**config.mk**
```make
export PLATFORM = sky130hd
export DESIGN_NAME = router_port_rx_flat
export DESIGN_NICKNAME = d
export VERILOG_FILES = /design/src/rtl/router_pkg.sv /design/src/rtl/router_port_rx_if.sv /design/src/rtl/router_rx_fifo.sv /design/src/rtl/router_port_rx.sv /design/src/flat_wrapper.sv
export SDC_FILE = /design/constraint.sdc
export NUM_CORES = 1
export LEC_CHECK = 0
export ABC_CLOCK_PERIOD_IN_PS = 5000
export CAP_MARGIN = 20
export CORE_UTILIZATION = 64
export DETAILED_ROUTE_END_ITERATION = 10
export PLACE_DENSITY = 0.93
export SYNTH_ARGS = -nofsm -noshare
export SYNTH_HDL_FRONTEND = slang
export SYNTH_SLANG_ARGS = --single-unit
```
**constraint.sdc**
```tcl
create_clock -name clock -period 5 [get_ports clock]
set_clock_uncertainty 0.1 [all_clocks]
set_input_delay 0.75 -clock clock [delete_from_list [all_inputs] [get_ports clock]]
set_output_delay 0.75 -clock clock [all_outputs]
set_load 0.05 [all_outputs]
```
**src/rtl/router_pkg.sv**
```systemverilog
// router_pkg: shared types and constants for the router port receiver
package router_pkg;
  localparam int BYTE_W = 8;
  localparam int NUM_PORTS = 8;
  typedef enum logic [1:0] {SYNC, IDLE, RECV} rx_state_e;
  typedef struct packed {
    logic sop;
    logic eop;
    logic [BYTE_W-1:0] data;
  } rx_entry_t;
endpackage

```
**src/rtl/router_port_rx_if.sv**
```systemverilog
// router_port_rx_if: valid/ready byte stream with sop/eop tags
interface router_port_rx_if;
  import router_pkg::*;
  logic [BYTE_W-1:0] byte_data;
  logic byte_sop;
  logic byte_eop;
  logic byte_valid;
  logic byte_ready;
  modport master(output byte_data, byte_sop, byte_eop, byte_valid, input byte_ready);
  modport slave(input byte_data, byte_sop, byte_eop, byte_valid, output byte_ready);
endinterface

```
**src/rtl/router_rx_fifo.sv**
```systemverilog
// router_rx_fifo: sync FIFO of tagged bytes, push accepted when full if a pop frees a slot
module router_rx_fifo
  import router_pkg::*;
#(
  parameter int DEPTH = 16
) (
  input  logic      clock,
  input  logic      reset_n,
  input  logic      push,
  input  logic      pop,
  input  rx_entry_t din,
  output rx_entry_t dout,
  output logic      full,
  output logic      empty
);
  localparam int AW = $clog2(DEPTH);
  logic [AW:0] wr_ptr, rd_ptr;
  rx_entry_t mem [DEPTH];
  logic do_pop, do_push;
  assign empty = wr_ptr == rd_ptr;
  assign full = (wr_ptr[AW] != rd_ptr[AW]) && (wr_ptr[AW-1:0] == rd_ptr[AW-1:0]);
  assign do_pop = pop && !empty;
  assign do_push = push && (!full || do_pop);
  assign dout = mem[rd_ptr[AW-1:0]];
  always_ff @(posedge clock or negedge reset_n) begin
    if (!reset_n) begin
      wr_ptr <= '0;
      rd_ptr <= '0;
    end else begin
      wr_ptr <= wr_ptr + (AW+1)'(do_push);
      rd_ptr <= rd_ptr + (AW+1)'(do_pop);
    end
  end
  always_ff @(posedge clock) begin
    if (do_push) mem[wr_ptr[AW-1:0]] <= din;
  end
endmodule

```
**src/rtl/router_port_rx.sv**
```systemverilog
// router_port_rx: deserialize router output port into a tagged byte stream with packet count and error flags
module router_port_rx
  import router_pkg::*;
#(
  parameter int FIFO_DEPTH = 16,
  parameter int CNT_W = 16
) (
  input  logic                 clock,
  input  logic                 reset_n,
  input  logic                 frameo_n,
  input  logic                 valido_n,
  input  logic                 dout,
  input  logic                 err_clear,
  router_port_rx_if.master     bs,
  output logic [CNT_W-1:0]     pkt_count,
  output logic                 err_partial,
  output logic                 err_overflow
);
  rx_state_e state;
  logic [2:0] bit_cnt, cnt_nxt;
  logic [BYTE_W-1:0] shreg, byte_w;
  logic first, got_byte;
  logic active, shift, push, pop, end_pkt, good, part, ovf, full, empty;
  rx_entry_t head;
  always_comb begin
    active = (state == RECV) || (state == IDLE && !frameo_n);
    shift = active && !valido_n;
    cnt_nxt = bit_cnt + 3'(shift);
    byte_w = shreg;
    byte_w[bit_cnt] = dout;
    push = shift && bit_cnt == 3'd7;
    pop = !empty && bs.byte_ready;
    end_pkt = state == RECV && frameo_n;
    good = end_pkt && cnt_nxt == 3'd0 && (got_byte || push);
    part = end_pkt && cnt_nxt != 3'd0;
    ovf = push && full && !pop;
  end
  router_rx_fifo #(.DEPTH(FIFO_DEPTH)) u_fifo (
    .clock(clock),
    .reset_n(reset_n),
    .push(push),
    .pop(pop),
    .din({first, frameo_n, byte_w}),
    .dout(head),
    .full(full),
    .empty(empty)
  );
  assign bs.byte_valid = !empty;
  assign bs.byte_data = empty ? '0 : head.data;
  assign bs.byte_sop = !empty && head.sop;
  assign bs.byte_eop = !empty && head.eop;
  always_ff @(posedge clock or negedge reset_n) begin
    if (!reset_n) begin
      state <= SYNC;
      bit_cnt <= '0;
      shreg <= '0;
      first <= 1'b1;
      got_byte <= 1'b0;
      pkt_count <= '0;
      err_partial <= 1'b0;
      err_overflow <= 1'b0;
    end else begin
      state <= state == SYNC ? (frameo_n ? IDLE : SYNC) : (frameo_n ? IDLE : RECV);
      if (shift) shreg <= byte_w;
      bit_cnt <= end_pkt ? 3'd0 : cnt_nxt;
      first <= end_pkt ? 1'b1 : (push ? 1'b0 : first);
      got_byte <= end_pkt ? 1'b0 : (got_byte || push);
      pkt_count <= pkt_count + CNT_W'(good);
      err_partial <= part || (err_partial && !err_clear);
      err_overflow <= ovf || (err_overflow && !err_clear);
    end
  end
endmodule

```
**src/flat_wrapper.sv**
```systemverilog
// flat-port wrapper written by rule: the top's interface ports become plain ports
module router_port_rx_flat import router_pkg::*;
#(
  parameter int FIFO_DEPTH = 16,
  parameter int CNT_W = 16
)
  (clock, reset_n, frameo_n, valido_n, dout, err_clear, pkt_count, err_partial, err_overflow, bs_byte_data, bs_byte_sop, bs_byte_eop, bs_byte_valid, bs_byte_ready);
  router_port_rx_if bs_i ();
  input  logic clock;
  input  logic reset_n;
  input  logic frameo_n;
  input  logic valido_n;
  input  logic dout;
  input  logic err_clear;
  output logic [CNT_W-1:0] pkt_count;
  output logic err_partial;
  output logic err_overflow;
  output wire logic [$bits(bs_i.byte_data)-1:0] bs_byte_data;
  output wire logic [$bits(bs_i.byte_sop)-1:0] bs_byte_sop;
  output wire logic [$bits(bs_i.byte_eop)-1:0] bs_byte_eop;
  output wire logic [$bits(bs_i.byte_valid)-1:0] bs_byte_valid;
  input wire logic [$bits(bs_i.byte_ready)-1:0] bs_byte_ready;
  assign bs_byte_data = bs_i.byte_data;
  assign bs_byte_sop = bs_i.byte_sop;
  assign bs_byte_eop = bs_i.byte_eop;
  assign bs_byte_valid = bs_i.byte_valid;
  assign bs_i.byte_ready = bs_byte_ready;
  router_port_rx #(.FIFO_DEPTH(FIFO_DEPTH), .CNT_W(CNT_W)) u_core (.clock(clock), .reset_n(reset_n), .frameo_n(frameo_n), .valido_n(valido_n), .dout(dout), .err_clear(err_clear), .bs(bs_i), .pkt_count(pkt_count), .err_partial(err_partial), .err_overflow(err_overflow));
endmodule
```
==> flow_summary_export.csv, run 1 <==
group,metric,value,unit
critical_path,slowest_delay,780,ps
clock_tree,clock-root-buffer,"sky130_fd_sc_hd__clkbuf_16",
logic_synthesis,synth_commonest_cells,"sky130_fd_sc_hd__edfxtp_1, sky130_fd_sc_hd__dfrtp_1, sky130_fd_sc_hd__mux4_2, sky130_fd_sc_hd__nor2_1, sky130_fd_sc_hd__a22oi_1",
power_and_ir_drop,power.leakage,3.20,nW
layout,fill_count,656,
placed_design,dp_cells,630,
clock_tree,cts_setup_buffers,0,
min_path,min_delay_path_class,"primary input to asynchronous set/reset pin",
drt,wl_per_cell,26.2,um
logic_synthesis,yosys_warnings,0,
die,row_count,40,
global_routing,gr-total-overflow,0,
critical_path,timing.critical_path.max_delay_family,"simple AND/OR/NAND/NOR gates",
global_routing,grtUsageTotal,27.9,%
flow_run,cap_viol_max_count,0,
clock_tree,ctsResizeCount,0,
clock_tree,ctsLongestPathBuffers,3,
logic_synthesis,synth-compound-area-share,3.67,%
clock_tree,cts_tree,"built",
logic_synthesis,combinational_family_with_the_most_area_after_synthesis,"multiplexers",
sta,maxSlewHeadroom,31.8,%
clock_tree,hold_buffers,0,
clock_tree,h-tree-depth,1,
drt,vias,4367,
layout,area_growth_syn_to_layout,15.2,%
layout,fin_nets,499,
global_routing,grt_first_pass_wirelength,26100,um
logic_synthesis,synth_most_common_cell,"sky130_fd_sc_hd__edfxtp_1",
logic_synthesis,synthesis.nets,456,
power_and_ir_drop,design_power_total,5.56,mW
sta,final_hold_viol_count,0,
logic_synthesis,mappedNetlistArea,8150,um2
critical_path,crit_fanout,13,
drt,drt_pass1_iterations,5,
logic_synthesis,yosys_most_used_dff,"sky130_fd_sc_hd__edfxtp_1",
logic_synthesis,synth-edff-count,160,
layout,final_cell_count_no_fill,666,
layout,diodes,0,
drt,number_of_drc_markers_in_iteration_0,457,
die,die_height,115,um
clock_tree,clock_latency,480,ps
layout,drive_gt1_share,21.1,%
layout,postLayoutCellArea,9380,um2
logic_synthesis,synthSimpleGateAreaFrac,5.41,%
die,initial_utilization,66.7,%
sta,fin_crit_sh,83.7,%
logic_synthesis,synth_top_area_share,59.0,%
logic_synthesis,synth.lib_cells_used.distinct,36,
sta,setup_viol,0,
drt,drc_errors,0,
critical_path,start_kind,"register",
critical_path,required,4150,ps
sta,rsz0062_at_grt,"false",
critical_path,cpMaxStageDelayCell,"sky130_fd_sc_hd__nor2_1",
power_and_ir_drop,power.density_cell_area,593,nW/um2
logic_synthesis,synth_seq_area_share,72.2,%
die,design.core.area,12200,um2
global_routing,initial_antenna_violation_count,0,
placed_design,detailed_place.area,8690,um2
logic_synthesis,ys_seq_elements,203,
placed_design,detailedPlacementHpwl,9900,um
placed_design,port_buffers,35,
logic_synthesis,fraction_of_synthesized_cell_area_in_xor_and_xnor_cells,2.79,%
clock_tree,clock_sinks,203,
drt,ant_nets,0,
critical_path,buffers_plus_inverters_on_the_worst_setup_path,1,
critical_path,cp-end-kind,"output pin",
logic_synthesis,adder_cell_area_share_of_the_yosys_netlist,1.23,%
sta,timing_max_transition_violations_final,0,
logic_synthesis,synthesis.instances,441,
logic_synthesis,fraction_of_synthesis_flops_using_an_asynchronous_set_or_reset_pin,21.2,%
critical_path,critical_path_arrival,3340,ps
global_routing,number_of_global_route_vias_before_repair,4557,
sta,worstMarginPinSlew,1020,ps
clock_tree,cts_made_buffers,20,
sta,finalSetupTns,0,ps
sta,hold_ws,310,ps
power_and_ir_drop,power.ir.vdd_worst,266,uV
logic_synthesis,post_synth.cell_area_avg,18.5,um2
clock_tree,clk_pin_slew_worst_paths,60,ps
die,io_pins,36,
placed_design,place.gp.congestion,0.774,
logic_synthesis,synthMuxAreaShare,13.3,%
global_routing,maximum_number_of_pins_on_one_net_before_global_route_repair,44,
sta,finalCriticalPeriod,4190,ps
critical_path,worstPathCellList,"xnor2_1 -> nand4_1 -> nor2_1 -> a21oi_1 -> clkdlybuf4s50_1",
logic_synthesis,synth_area_leader_cell,"sky130_fd_sc_hd__edfxtp_1",
logic_synthesis,synth.area.top_cells,"sky130_fd_sc_hd__edfxtp_1, sky130_fd_sc_hd__dfrtp_1, sky130_fd_sc_hd__mux4_2",
critical_path,setup.worst_path.class,"register to output pin",
run_status,status,"finished clean",
die,die_ar,13200,um2
sta,maxClockFrequency,239,MHz
drt,detail_route.wirelength,17400,um
die,die_x,115,um
drt,drt-vias-per-instance,6.56,
==> worst register-to-register path, cell delays in order, from the launching register on <==
cell	delay, ps
sky130_fd_sc_hd__dfrtp_1	410
sky130_fd_sc_hd__or3b_4	430
sky130_fd_sc_hd__a21oi_2	120
sky130_fd_sc_hd__buf_4	190
sky130_fd_sc_hd__ha_1	180
sky130_fd_sc_hd__ha_1	240
sky130_fd_sc_hd__nor3_1	240
sky130_fd_sc_hd__nor3b_1	220
sky130_fd_sc_hd__ha_1	240
sky130_fd_sc_hd__nand3_1	110
sky130_fd_sc_hd__nor4_1	530
sky130_fd_sc_hd__nand3_1	170
sky130_fd_sc_hd__xnor2_1	150
==> cell type report <==
type | instances | area (um2) | area share, %
Sequential cell | 203 | 5880 | 62.7
Multi-Input combinational cell | 209 | 2150 | 22.9
Clock buffer | 26 | 544 | 5.80
Timing Repair Buffer | 43 | 418 | 4.45
Tap cell | 168 | 210 | 2.24
Clock inverter | 10 | 153 | 1.63
Inverter | 7 | 26.3 | 0.280
==> cells by family after synthesis <==
family,after synthesis
adder cells (fa/ha/maj),8
XOR/XNOR,26
AO/OA/AOI/OAI,37
AND/OR/NAND/NOR,82
buffers and inverters,29
flip-flops,203
multiplexers,56
==> stage by stage <==
stage / utilization [%] / setup slack [ps]
after floorplan: - / 1390
after global placement: 71.1 / 955
after detailed placement: 71.1 / 769
after CTS: 76.8 / 849
after global routing: 76.8 / 685
final: 76.8 / 814
==> sequential cells by signal, summed over array words and instances (netlist names) <==
| register | flops |
|---|---|
| u_core.shreg | 8 |
| u_core.first | 1 |
| u_core.u_fifo.mem | 160 |
| u_core.err_partial | 1 |
| u_core.err_overflow | 1 |
| u_core.bit_cnt | 3 |
| u_core.got_byte | 1 |
| u_core.state | 2 |
| u_core.u_fifo.wr_ptr | 5 |
| u_core.pkt_count | 16 |
| u_core.u_fifo.rd_ptr | 5 |
==> path summary, 6_finish.rpt <==
check                                                  start                                end  slack, ps  depth (start not counted)
hold / removal                                       reset_n          u_core.state[1]$_DFF_PN0_        310                          1
hold reg to reg               u_core.pkt_count[15]$_DFF_PN0_     u_core.pkt_count[15]$_DFF_PN0_        390                          1
max in group asynchronous                            reset_n  u_core.u_fifo.rd_ptr[0]$_DFF_PN0_       3850                          1
setup reg to reg                   u_core.state[1]$_DFF_PN0_     u_core.pkt_count[13]$_DFF_PN0_       1540                         12
min in group clock            u_core.pkt_count[15]$_DFF_PN0_     u_core.pkt_count[15]$_DFF_PN0_        390                          1
setup / recovery           u_core.u_fifo.wr_ptr[2]$_DFF_PN0_                        bs_byte_sop        810                          5
==> power breakdown <==
part	leakage [nW]	internal, mW	total [mW]	switching (mW)
combinational	0.852	0.660	1.78	1.12
clock	0.335	0.977	1.58	0.602
sequential	2.01	2.09	2.21	0.122
==> cells in the final DEF, fill, tap and decap left out, types with 7 or more instances in the layout <==
master,count
sky130_fd_sc_hd__buf_4,7
sky130_fd_sc_hd__xnor2_1,18
sky130_fd_sc_hd__dfrtp_1,41
sky130_fd_sc_hd__ha_1,8
sky130_fd_sc_hd__nand3_1,10
sky130_fd_sc_hd__nor2_1,23
sky130_fd_sc_hd__clkbuf_16,21
sky130_fd_sc_hd__nand2_1,11
sky130_fd_sc_hd__a22oi_1,20
sky130_fd_sc_hd__mux4_2,40
sky130_fd_sc_hd__inv_1,7
sky130_fd_sc_hd__clkdlybuf4s50_1,34
sky130_fd_sc_hd__xor2_1,8
sky130_fd_sc_hd__a21oi_1,10
sky130_fd_sc_hd__mux2_2,16
sky130_fd_sc_hd__edfxtp_1,160
==> routing by layer <==
layer	part of all wire, %	track usage [%]
met1	38	36.8
met2	49	45.8
met3	8.7	5.80
met4	3.8	12.1
met5	0	0
(Power assumes the default switching activity.)
==> run 2: changes to the inputs <==
--- a/config.mk
+++ b/config.mk
@@ -5,11 +5,11 @@
 export SDC_FILE = /design/constraint.sdc
 export NUM_CORES = 1
 export LEC_CHECK = 0
-export ABC_CLOCK_PERIOD_IN_PS = 5000
+export ABC_CLOCK_PERIOD_IN_PS = 4300
 export CAP_MARGIN = 20
-export CORE_UTILIZATION = 64
+export CORE_UTILIZATION = 60
 export DETAILED_ROUTE_END_ITERATION = 10
-export PLACE_DENSITY = 0.93
+export PLACE_DENSITY = 0.88
 export SYNTH_ARGS = -nofsm -noshare
 export SYNTH_HDL_FRONTEND = slang
 export SYNTH_SLANG_ARGS = --single-unit
==> constraint.sdc (replaced) <==
create_clock -name clock -period 4.3 [get_ports clock]
set_clock_uncertainty 0.1 [all_clocks]
set_input_delay 0.645 -clock clock [delete_from_list [all_inputs] [get_ports clock]]
set_output_delay 0.645 -clock clock [all_outputs]
set_load 0.05 [all_outputs]
==> run 2 against run 1 <==
  * Count of clock-buffer cells in the layout increased by 1
  * Power is 13% higher
  * Sequential share of layout area unchanged
  * Register-to-register slack lost 570 ps
  * Non-clock buffer count is 10 higher
  * Worst hold slack got worse by 100 ps
  * Utilization fell by 6.0 points
  * Via count shrank 0.57%
  * Combinational power grew 16%
  * Cell area unchanged
  * First-iteration DRC count rose by 21%
  * Highest routed layer unchanged
==> flow_summary_export.csv, run 2 (synthesized netlist as in run 1, its figures left out) <==
group,metric,value,unit
run_status,status,"finished clean",
drt,drt-vias-per-instance,6.33,
layout,diodes,0,
layout,area_growth_syn_to_layout,15.2,%
clock_tree,hold_buffers,0,
global_routing,gr-total-overflow,0,
layout,area_of_the_multi_input_gates,2150,um2
clock_tree,clock_latency,480,ps
critical_path,cp-end-kind,"output pin",
clock_tree,h-tree-depth,1,
layout,leading_cell_type_in_the_layout_fill_and_taps_excluded,"sky130_fd_sc_hd__edfxtp_1",
die,io_pins,36,
sta,maxSlewHeadroom,36.8,%
layout,fill_count,806,
sta,maxClockFrequency,258,MHz
clock_tree,clock_sinks,203,
global_routing,initial_antenna_violation_count,0,
drt,vias,4342,
sta,setup_viol,0,
die,initial_utilization,61.5,%
drt,ant_nets,0,
critical_path,setup.worst_path.class,"register to output pin",
placed_design,port_buffers,35,
global_routing,grtUsageTotal,25.8,%
layout,layout_common_cells,"sky130_fd_sc_hd__edfxtp_1, sky130_fd_sc_hd__dfrtp_1, sky130_fd_sc_hd__mux4_2, sky130_fd_sc_hd__clkdlybuf4s50_1, sky130_fd_sc_hd__nor2_1",
layout,flip_flop_count_of_the_largest_register_after_layout,160,
power_and_ir_drop,power.ir.vdd_worst,328,uV
global_routing,maximum_number_of_pins_on_one_net_before_global_route_repair,44,
clock_tree,clock-root-buffer,"sky130_fd_sc_hd__clkbuf_16",
sta,timing.final.ws_setup,417,ps
clock_tree,ctsResizeCount,0,
die,die_x,119,um
critical_path,regToRegSetupSlack,970,ps
global_routing,number_of_global_route_vias_before_repair,4500,
clock_tree,cts_setup_buffers,0,
global_routing,grt_first_pass_wirelength,26400,um
critical_path,critical_path_arrival,3140,ps
critical_path,cpMaxStageDelayCell,"sky130_fd_sc_hd__clkdlybuf4s50_1",
drt,drt_pass1_iterations,5,
layout,fin_nets,510,
drt,drc_errors,0,
drt,wl_met2,8890,um
clock_tree,ctsLongestPathBuffers,3,
layout,drive_gt1_share,22.2,%
clock_tree,clk_pin_slew_worst_paths,60,ps
critical_path,start_kind,"register",
sta,rsz0062_at_grt,"false",
sta,final_hold_viol_count,0,
layout,regArea,5880,um2
sta,finalCriticalPeriod,3880,ps
die,die_height,119,um
critical_path,required,3560,ps
clock_tree,cts_tree,"built",
power_and_ir_drop,power.leakage,3.22,nW
sta,fin_crit_sh,90.3,%
sta,finalSetupTns,0,ps
critical_path,slowest_delay,840,ps
drt,detail_route.wirelength,17200,um
die,design.core.area,13200,um2
placed_design,place.gp.congestion,0.784,
min_path,min_delay_path_class,"primary input to asynchronous set/reset pin",
die,row_count,42,
flow_run,cap_viol_max_count,0,
sta,timing_max_transition_violations_final,0,
clock_tree,cts_made_buffers,21,
drt,wl_per_cell,25.0,um
placed_design,placement.setup.worst_slack,298,ps
critical_path,crit_fanout,10,
drt,detailroute.wirelength.met3,1420,um
critical_path,worstPathCellList,"nor2b_1 -> a22oi_1 -> a21oi_1 -> clkdlybuf4s50_1",
power_and_ir_drop,power.density_cell_area,668,nW/um2
critical_path,timing.critical_path.max_delay_family,"buffers and inverters",
die,die_ar,14000,um2
drt,highest_layer,"met4",
drt,number_of_drc_markers_in_iteration_0,551,
placed_design,detailedPlacementHpwl,10300,um
sta,worstMarginPinSlew,945,ps
drt,drt-met1-wl,6610,um
critical_path,buffers_plus_inverters_on_the_worst_setup_path,1,
run 2: cell count changes in the layout (fill, tap and decap cells not counted), sizes merged:
cell      previous run  this run
buf                  9        19
clkinv               4         9
bufinv               4         1
clkbuf              26        27
clkinvlp             1         0
run 2: final cells by class:
cell class	count	share of cell area, %
multi-input combinational	209	22.9
timing repair buffer	53	5.12
clock buffer	27	5.84
clock inverter	11	0.813
tap	176	2.35
sequential	203	62.7
inverter	7	0.280
run 2: where the power goes:
part           internal (mW)  switching [mW]
Clock                  0.959           0.687
Sequential              2.43           0.117
Combinational          0.768            1.31
run 2: layer usage:
metal / vias up / GRT usage (%)
li1: 1842 / -
met5: - / 0
met4: 0 / 5.30
met1: 2229 / 35.1
met3: 26 / 4.87
met2: 245 / 44.0
run 2: worst register-to-register path, cell delays in order, from the launching register on:
cell	delay, ps
sky130_fd_sc_hd__dfrtp_1	410
sky130_fd_sc_hd__or3b_4	430
sky130_fd_sc_hd__a21oi_2	180
sky130_fd_sc_hd__ha_1	170
sky130_fd_sc_hd__ha_1	230
sky130_fd_sc_hd__nor3_1	250
sky130_fd_sc_hd__nor3b_1	220
sky130_fd_sc_hd__ha_1	220
sky130_fd_sc_hd__nand3_1	110
sky130_fd_sc_hd__nor4_1	520
sky130_fd_sc_hd__nand3_1	210
sky130_fd_sc_hd__xnor2_1	160
run 2: worst paths after layout:
path,start,endpoint,cells after the start
max,u_core.u_fifo.rd_ptr[2]$_DFF_PN0_,bs_byte_data[1],4
min,reset_n,u_core.pkt_count[1]$_DFF_PN0_,1
max reg2reg,u_core.state[1]$_DFF_PN0_,u_core.pkt_count[13]$_DFF_PN0_,11
min reg2reg,u_core.u_fifo.wr_ptr[4]$_DFF_PN0_,u_core.u_fifo.wr_ptr[4]$_DFF_PN0_,1
max in group asynchronous,reset_n,u_core.u_fifo.rd_ptr[0]$_DFF_PN0_,1
min in group clock,u_core.u_fifo.wr_ptr[4]$_DFF_PN0_,u_core.u_fifo.wr_ptr[4]$_DFF_PN0_,1
run 2: through the flow:
stage | util, % | instance area (um2) | std cells | total power [mW] | hold WS [ps]
global placement | 66.1 | 8760 | 648 | 4.54 | 376
CTS | 70.9 | 9380 | 686 | 6.30 | 234
finish | 70.9 | 9380 | 686 | 6.26 | 208
global route | 70.9 | 9380 | 686 | 6.50 | 286
detailed placement | 66.1 | 8760 | 648 | 4.64 | 369
floorplan | - | 8150 | 441 | 3.98 | 249
